[src/rtl/prog_clock_divider.sv]
// rtl/prog_clock_divider.sv - programmable integer clock divider with boundary-aligned ratio reload
// Optional power-of-two tap outputs enabled by defining CLKDIV_POW2_TAPS_EN.
module prog_clock_divider #(
    parameter int WIDTH       = 8,
    parameter int DEFAULT_DIV = 4,
    parameter int NUM_TAPS    = 4
) (
    input  logic                clk,
    input  logic                rst,
    input  logic                en,
    input  logic [WIDTH-1:0]    div_in,
    input  logic                div_load,
    output logic                div_busy,
    output logic                clk_out,
    output logic                tick,
    output logic [NUM_TAPS-1:0] taps
);

    localparam logic [WIDTH-1:0] RESET_DIV = WIDTH'(DEFAULT_DIV);
    localparam logic [WIDTH-1:0] RESET_CNT = (DEFAULT_DIV == 0) ? '0 : WIDTH'(DEFAULT_DIV - 1);

    logic [WIDTH-1:0] active_div;
    logic [WIDTH-1:0] cnt;
    logic [WIDTH-1:0] pend;
    logic [WIDTH-1:0] pend_cnt;
    logic [WIDTH:0]   high;
    logic [WIDTH:0]   cnt_inc;
    logic             wrap;
    logic             short_div;

    // High-phase length is ceil(N/2); the extra bit keeps N = 2^WIDTH-1 from overflowing.
    always_comb begin
        high      = ({1'b0, active_div} + (WIDTH+1)'(1)) >> 1;
        cnt_inc   = {1'b0, cnt} + (WIDTH+1)'(1);
        wrap      = (active_div != '0) && (cnt == active_div - WIDTH'(1));
        short_div = (active_div <= WIDTH'(1));
        pend_cnt  = (pend == '0) ? '0 : pend - WIDTH'(1);
    end

    always_ff @(posedge clk or negedge rst) begin
        if (!rst) begin
            active_div <= RESET_DIV;
            cnt        <= RESET_CNT;
            pend       <= '0;
            div_busy   <= 1'b0;
            clk_out    <= 1'b0;
            tick       <= 1'b0;
        end else begin
            tick <= 1'b0;
            if (div_busy && !en) begin
                // Parked apply: cnt is primed so the next enabled edge is a wrap.
                active_div <= pend;
                cnt        <= pend_cnt;
                clk_out    <= 1'b0;
                div_busy   <= 1'b0;
            end else if (div_busy && (wrap || short_div)) begin
                active_div <= pend;
                cnt        <= '0;
                clk_out    <= (pend != '0);
                tick       <= (pend != '0);
                div_busy   <= 1'b0;
            end else if (en) begin
                if (active_div == '0) begin
                    cnt     <= '0;
                    clk_out <= 1'b0;
                end else if (wrap) begin
                    cnt     <= '0;
                    clk_out <= 1'b1;
                    tick    <= 1'b1;
                end else begin
                    cnt     <= cnt_inc[WIDTH-1:0];
                    clk_out <= (cnt_inc < high);
                end
            end
            // A load on an apply edge queues behind the value being applied.
            if (div_load) begin
                pend     <= div_in;
                div_busy <= 1'b1;
            end
        end
    end

`ifdef CLKDIV_POW2_TAPS_EN
    logic [NUM_TAPS-1:0] tap_cnt;

    always_ff @(posedge clk or negedge rst) begin
        if (!rst) begin
            tap_cnt <= '0;
            taps    <= '0;
        end else begin
            if (en) begin
                tap_cnt <= tap_cnt + NUM_TAPS'(1);
            end
            taps <= tap_cnt;
        end
    end
`else
    assign taps = '0;
`endif

endmodule

[config.mk]
export PLATFORM = sky130hd
export DESIGN_NAME = prog_clock_divider
export DESIGN_NICKNAME = d
export VERILOG_FILES = /design/src/rtl/prog_clock_divider.sv
export SDC_FILE = /design/constraint.sdc
export NUM_CORES = 1
export LEC_CHECK = 0
export ABC_AREA = 1
export BUFFER_PORTS_ARGS = -buffer_cell sky130_fd_sc_hd__buf_2
export CORE_UTILIZATION = 40
export CTS_BUF_LIST = sky130_fd_sc_hd__clkbuf_2 sky130_fd_sc_hd__clkbuf_4 sky130_fd_sc_hd__clkbuf_8
export DETAILED_ROUTE_END_ITERATION = 10
export GPL_TIMING_DRIVEN = 1
export PLACE_DENSITY_LB_ADDON = 0.1
export SKIP_CTS_REPAIR_TIMING = 1
export SLEW_MARGIN = 20
export SYNTH_ARGS = -nofsm -noshare
export SYNTH_HDL_FRONTEND = slang
export SYNTH_SLANG_ARGS = --single-unit
export TNS_END_PERCENT = 1
[constraint.sdc]
create_clock -name clk -period 2.62 [get_ports clk]
set_input_delay 0.131 -clock clk [delete_from_list [all_inputs] [get_ports clk]]
set_output_delay 0.131 -clock clk [all_outputs]
set_load 0.1 [all_outputs]
==> out/metrics.cfg, run 1 <==
[run_status]
status = finished, final reports clean

[power_and_ir_drop]
ir_worst_vdd_uv = 507
p_per_area_nw_per_um2 = 1180
leakagePower_nw = 1.26

[critical_path]
worst-r2r-cell-count = 15
crit-reg2reg-launch = active_div[2]$_DFFE_PN1P_
critical_path.max_fanout = 6
critPathRequiredTime_ps = 2840
r2r-end = clk_out$_DFFE_PN0P_
r2r_slack_ps = 220
crit_path_end_kind = flop
crit_arrival_ps = 2620
timing_worst_setup_path_type = reg -> reg
cp-start-kind = flop

[die]
die_h_um = 77.3
fp.dieArea_sq_um = 5970
core-area_sq_um = 5470
start_util = 0.414
rows = 27
num_io_pins = 19
die_w_um = 77.3

[logic_synthesis]
post-synth-top-count-cell = nand2_1
async_flop_share = 1.00
syn_area_sq_um = 2270
yosysTopAreaCell = dfrtp_1
yosys_register_bits = 27
yosys-top-cells-area = dfrtp_1 (27%), nand2_1 (13%), ha_1 (7.2%), xor2_1 (6.6%), nor2_1 (6.3%)
yosys_warnings = 0
synth.distinct_cells = 32
synth-edff-count = 0
syn_avg_cell_area_sq_um = 7.06
ys.flop_type = dfrtp_1
synth_top_area_frac = 0.265
yosys-top-cells-count = nand2_1 (79), nor2_1 (38), inv_1 (33)
synthCells = 321
synth.yosys.seq_area_share = 0.300

[clocking]
clock_latency_ps = 270
path_clk_slew_ps = 100
cts_tree = built
cts_buffers = 3
cts.sinks = 27
h-tree-depth = 1
root_buffer = clkbuf_8
cts_buffer_depth = 2

[timing]
slew_violations = 0
fin_setup_tns_ps = 0
setup_viol = 0
tightest_slew_ps = 645
fin_crit_ps = 2400
fmax_mhz = 416
hold_violations = 0
fin_worst_skew_ps = 10.8
rsz0062_at_grt = false
timing.hold.ws_ps = 55.5
post-route-period-util = 0.917
slew-limit-headroom = 0.570

[grt]
met3_usage = 0.0179
gr-usage-met2 = 0.331
grt_max_degree = 28
met1_usage = 0.262
gr-total-overflow = 0
antenna_found_initial = 0
grt_use_total = 0.197
grt_pass1_wl_um = 9080
grt_pass1_vias = 1906
busiest_layer = met2

[layout]
fillCellCount = 613
fin_area_sq_um = 2460
antennaDiodeCount = 0
finalNetCount = 360
final_core_util = 0.449
area_growth_pct = 8.45
drive_gt1_frac = 0.189

[job]
cap_violations = 0

[place]
gp_congestion = 0.836
port_buffers = 14
placed_area_sq_um = 2340
dpl.hpwl_um = 4150

[min_path]
hp-start = div_in[6]
hold_depth = 3
hp-class = in -> reg
hold_path_end = pend[6]$_DFFE_PN0P_

[routing]
firstDrtPassIters = 4
avgRoutedWirePerCell_um = 13.1
drc = 0
dr_total_vias = 1916
first_iter_violations = 81
final_antenna_net_count = 0
drt_wl_total_um = 5310
vias_per_cell = 4.72

## report_power, final
| group | internal, W | total (W) | switching [W] |
|---|---|---|---|
| sequential | 0.000577 | 0.000821 | 0.000244 |
| combinational | 0.000674 | 0.00184 | 0.00116 |
| clock | 0.000119 | 0.000248 | 0.000129 |
| total | 0.00137 | 0.00291 | 0.00154 |
## registers in the layout (all words and copies together), names as in the netlist
name,count
tick,1
div_busy,1
cnt,8
active_div,8
pend,8
clk_out,1
## cell families after synthesis
| family | Yosys count | synth area share |
|---|---|---|
| compound gates | 43 | 0.113 |
| simple gates | 159 | 0.305 |
| fa+ha+maj | 13 | 0.0718 |
| xor+xnor | 23 | 0.0889 |
| other cells | 1 | 0.00165 |
| flops | 27 | 0.300 |
| buf+inv | 55 | 0.120 |
## area by class of cell
class	instances	area (sq um)	share of cell area
sequential	27	679	0.276
tap	72	90.1	0.0367
clock buffer	4	48.8	0.0199
timing repair buffer	21	125	0.0509
multi-input combinational	242	1360	0.553
inverter	40	155	0.0631
## cell usage in the layout (no fill, tap or decap), types with 4 or more instances in the layout
cell type / count
dfrtp_1: 24
nand2_2: 8
nand2_1: 79
xor2_1: 17
a21oi_1: 18
o21ai_0: 12
inv_1: 31
buf_2: 14
xnor2_1: 6
buf_4: 6
nand3_1: 20
ha_1: 13
conb_1: 4
nor2_2: 6
inv_2: 7
nor2_1: 36
o21ai_2: 9
## worst max-delay path by stage
stage                              start                  end  slack [ps]  cells after the start
2_1_floorplan  active_div[2]$_DFFE_PN1P_  clk_out$_DFFE_PN0P_         370                     16
3_5_place_dp          cnt[0]$_DFFE_PN1P_  clk_out$_DFFE_PN0P_         150                     16
4_1_cts               cnt[0]$_DFFE_PN1P_  clk_out$_DFFE_PN0P_         120                     16
3_3_place_gp   active_div[0]$_DFFE_PN0P_  clk_out$_DFFE_PN0P_         190                     15
6_report       active_div[2]$_DFFE_PN1P_  clk_out$_DFFE_PN0P_         220                     15
5_1_grt        active_div[2]$_DFFE_PN1P_  clk_out$_DFFE_PN0P_          10                     15
## metal layers
| metal | up-vias | part of all wire |
|---|---|---|
| met2 | 37 | 0.48 |
| met4 | 0 | 0.017 |
| met5 | - | 0 |
| li1 | 1024 | - |
| met3 | 6 | 0.025 |
| met1 | 849 | 0.48 |
## per-stage QoR
stage / setup WS, ps / std cells / power [W]
detailed placement: 152 / 398 / 0.00259
global route: 10.2 / 406 / 0.00323
finish: 218 / 406 / 0.00291
CTS: 117 / 402 / 0.00285
floorplan: 375 / 324 / 0.00226
global placement: 185 / 398 / 0.00259
## worst max-delay path: stages (launching register included)
cell and delay [ps]:
dfstp_2 570, inv_6 50, nor4_4 290, nand2_1 120, nor2_2 100, xor2_1 210
ha_1 280, a21oi_1 160, o21ai_1 90, a21oi_1 110, nand2_1 60, nand2_1 50
nand2_1 70, nand2_1 60, nand3_1 70, nand2_1 60
Note: power is estimated with default switching activity, not from simulation.
==> run 2: changes to the inputs <==
--- a/config.mk
+++ b/config.mk
@@ -7,6 +7,7 @@
 export LEC_CHECK = 0
 export ABC_AREA = 1
 export BUFFER_PORTS_ARGS = -buffer_cell sky130_fd_sc_hd__buf_2
+export CORE_ASPECT_RATIO = 0.6
 export CORE_UTILIZATION = 40
 export CTS_BUF_LIST = sky130_fd_sc_hd__clkbuf_2 sky130_fd_sc_hd__clkbuf_4 sky130_fd_sc_hd__clkbuf_8
 export DETAILED_ROUTE_END_ITERATION = 10
==> run 2 against run 1 <==
Against the previous run: critical path depth up 1; count of clock-buffer cells in the layout unchanged; utilization up 1.2 points; clock skew down 5.9 ps; non-clock buffer count down 1; sequential power up 2%; die area up 0.16%; critical path type unchanged; largest cell class unchanged; largest power group unchanged.
==> out/metrics.cfg, run 2 (synthesized netlist as in run 1, its figures left out) <==
[run_status]
status = finished, final reports clean

[die]
start_util = 0.431  ; +0.0172
num_io_pins = 19  ; unchanged
rows = 20  ; -26%
die_w_um = 99.2  ; +28%
die_h_um = 60.3  ; -22%
core-area_sq_um = 5260  ; -4.0%
fp.dieArea_sq_um = 5980  ; +0.16%

[routing]
drt-met1-wl_um = 3230  ; +27%
final_antenna_net_count = 0  ; unchanged
drt_wl_total_um = 5410  ; +1.9%
avgRoutedWirePerCell_um = 13.6  ; +3.7%
dr_wl_met2_um = 1880  ; -26%
first_iter_violations = 154  ; +90%
firstDrtPassIters = 4  ; unchanged
vias_per_cell = 4.80  ; +1.7%
top_layer = met3
drc = 0  ; unchanged
dr_total_vias = 1915  ; -0.052%
wl_met3_um = 301  ; +130%

[power_and_ir_drop]
p_sw_w = 0.00153  ; -0.19%
ir_worst_vdd_uv = 567  ; +12%
leakagePower_nw = 1.25  ; -0.64%
power_frac_comb = 0.621  ; -0.011
p_int_w = 0.00135  ; -1.5%
total_power_w = 0.00288  ; -0.80%
swShare = 0.532  ; +0.00326
p_clk_frac = 0.088  ; +0.003
p_per_area_nw_per_um2 = 1190  ; +0.53%
power_frac_seq = 0.291  ; +0.008

[place]
port_buffers = 14  ; unchanged
numPlacedInstances = 394  ; -1.0%
dpl.hpwl_um = 4400  ; +6.1%
gp_congestion = 0.834  ; -0.31%

[clocking]
cts_buffers = 3  ; unchanged
root_buffer = clkbuf_8
path_clk_slew_ps = 100  ; about the same
clock_latency_ps = 270  ; about the same
cts.sinks = 27  ; unchanged
h-tree-depth = 1  ; unchanged
cts_buffer_depth = 2  ; unchanged
cts_tree = built

[timing]
slew_violations = 0  ; unchanged
fin_crit_ps = 2380  ; -17.5 ps
tightest_slew_ps = 626  ; -19.3 ps
fmax_mhz = 419  ; +0.73%
hold_violations = 0  ; unchanged
setup_viol = 0  ; unchanged
fin_worst_skew_ps = 4.86  ; -5.93 ps
fin_setup_tns_ps = 0  ; unchanged
post-route-period-util = 0.910  ; -0.00668
slew-limit-headroom = 0.583  ; +0.0129
rsz0062_at_grt = false

[grt]
grt_pass1_vias = 1783  ; -6.5%
grt_pass1_wl_um = 9140  ; +0.61%
antenna_found_initial = 0  ; unchanged
gr-total-overflow = 0  ; unchanged
grt_use_total = 0.202  ; +0.00469
grt_max_degree = 28  ; unchanged

[critical_path]
timing_worst_setup_path_type = reg -> reg
critical_path.max_fanout = 6  ; unchanged
cp-start-kind = flop
critPathRequiredTime_ps = 2840  ; about the same
crit_path_end_kind = flop
crit_arrival_ps = 2600  ; -20 ps

[layout]
final_core_util = 0.461  ; +0.0124
layout_commonest_cell = nand2_1
top_regs = active_div (8), cnt (8), pend (8)
drive_gt1_frac = 0.183  ; -0.00544
finalNetCount = 359  ; -0.28%
area_growth_pct = 7.01
mostFrequentLayoutCells = nand2_1 (79), nor2_1 (38), inv_1 (31)
antennaDiodeCount = 0  ; unchanged
layout.cells.non_filler = 399  ; -1.7%
fillCellCount = 560  ; -8.6%

[min_path]
hp-class = in -> reg

[job]
cap_violations = 0  ; unchanged

## run 2: final cells by class
| cell class | instances | area (sq um) | share of cell area |
|---|---|---|---|
| clock buffer | 4 | 48.8 | 0.0201 |
| inverter | 40 | 155 | 0.0640 |
| multi-input combinational | 242 | 1340 | 0.553 |
| sequential | 27 | 681 | 0.281 |
| tap | 66 | 82.6 | 0.0341 |
| timing repair buffer | 20 | 118 | 0.0485 |
## run 2: path summary, 6_finish.rpt
kind / from / depth (start not counted) / slack, ps / end
worst max register to register: active_div[2]$_DFFE_PN1P_ / 16 / 240 / clk_out$_DFFE_PN0P_
worst max-delay path: active_div[2]$_DFFE_PN1P_ / 16 / 240 / clk_out$_DFFE_PN0P_
worst min register to register: pend[4]$_DFFE_PN0P_ / 2 / 520 / active_div[4]$_DFFE_PN0P_
max in group asynchronous: rst / 2 / 1770 / active_div[0]$_DFFE_PN0P_
worst min-delay path: div_in[7] / 3 / 60 / pend[7]$_DFFE_PN0P_
min in group asynchronous: rst / 2 / 400 / pend[6]$_DFFE_PN0P_
## run 2: power groups by stage
stage | Clock (W) | Combinational [W] | Sequential (W)
3_5_place_dp | 0 | 0.00175 | 0.000836
4_1_cts | 0.000260 | 0.00176 | 0.000830
6_report | 0.000255 | 0.00179 | 0.000838
2_1_floorplan | 0 | 0.00147 | 0.000787
3_3_place_gp | 0 | 0.00177 | 0.000836
5_1_grt | 0.000286 | 0.00205 | 0.000865
## run 2: metal layers
layer	GRT usage	up-vias
li1	-	1026
met1	0.339	848
met2	0.272	41
met3	0.0351	0
met4	0.00630	0
met5	0	-
## run 2: stage by stage
step / instance area, sq um / hold slack [ps] / setup WS, ps
final: 2420 / 55.9 / 235
after global routing: 2420 / 59.3 / 23.1
after CTS: 2400 / -121 / 52.4
after detailed placement: 2350 / 186 / 86.2
after global placement: 2350 / 178 / 89.2
after floorplan: 2280 / -165 / 375
## run 2: worst max-delay path, stage by stage, from the launching register on
cell	delay, ps
dfstp_2	580
inv_6	50
nor4_4	230
buf_4	160
nand2_1	60
nor2_1	110
xor2_1	190
ha_1	270
a21oi_1	140
o21ai_0	110
a21oi_1	130
nand2_1	60
nand2_1	50
nand2_1	40
nand2_1	50
nand3_1	60
nand2_1	50
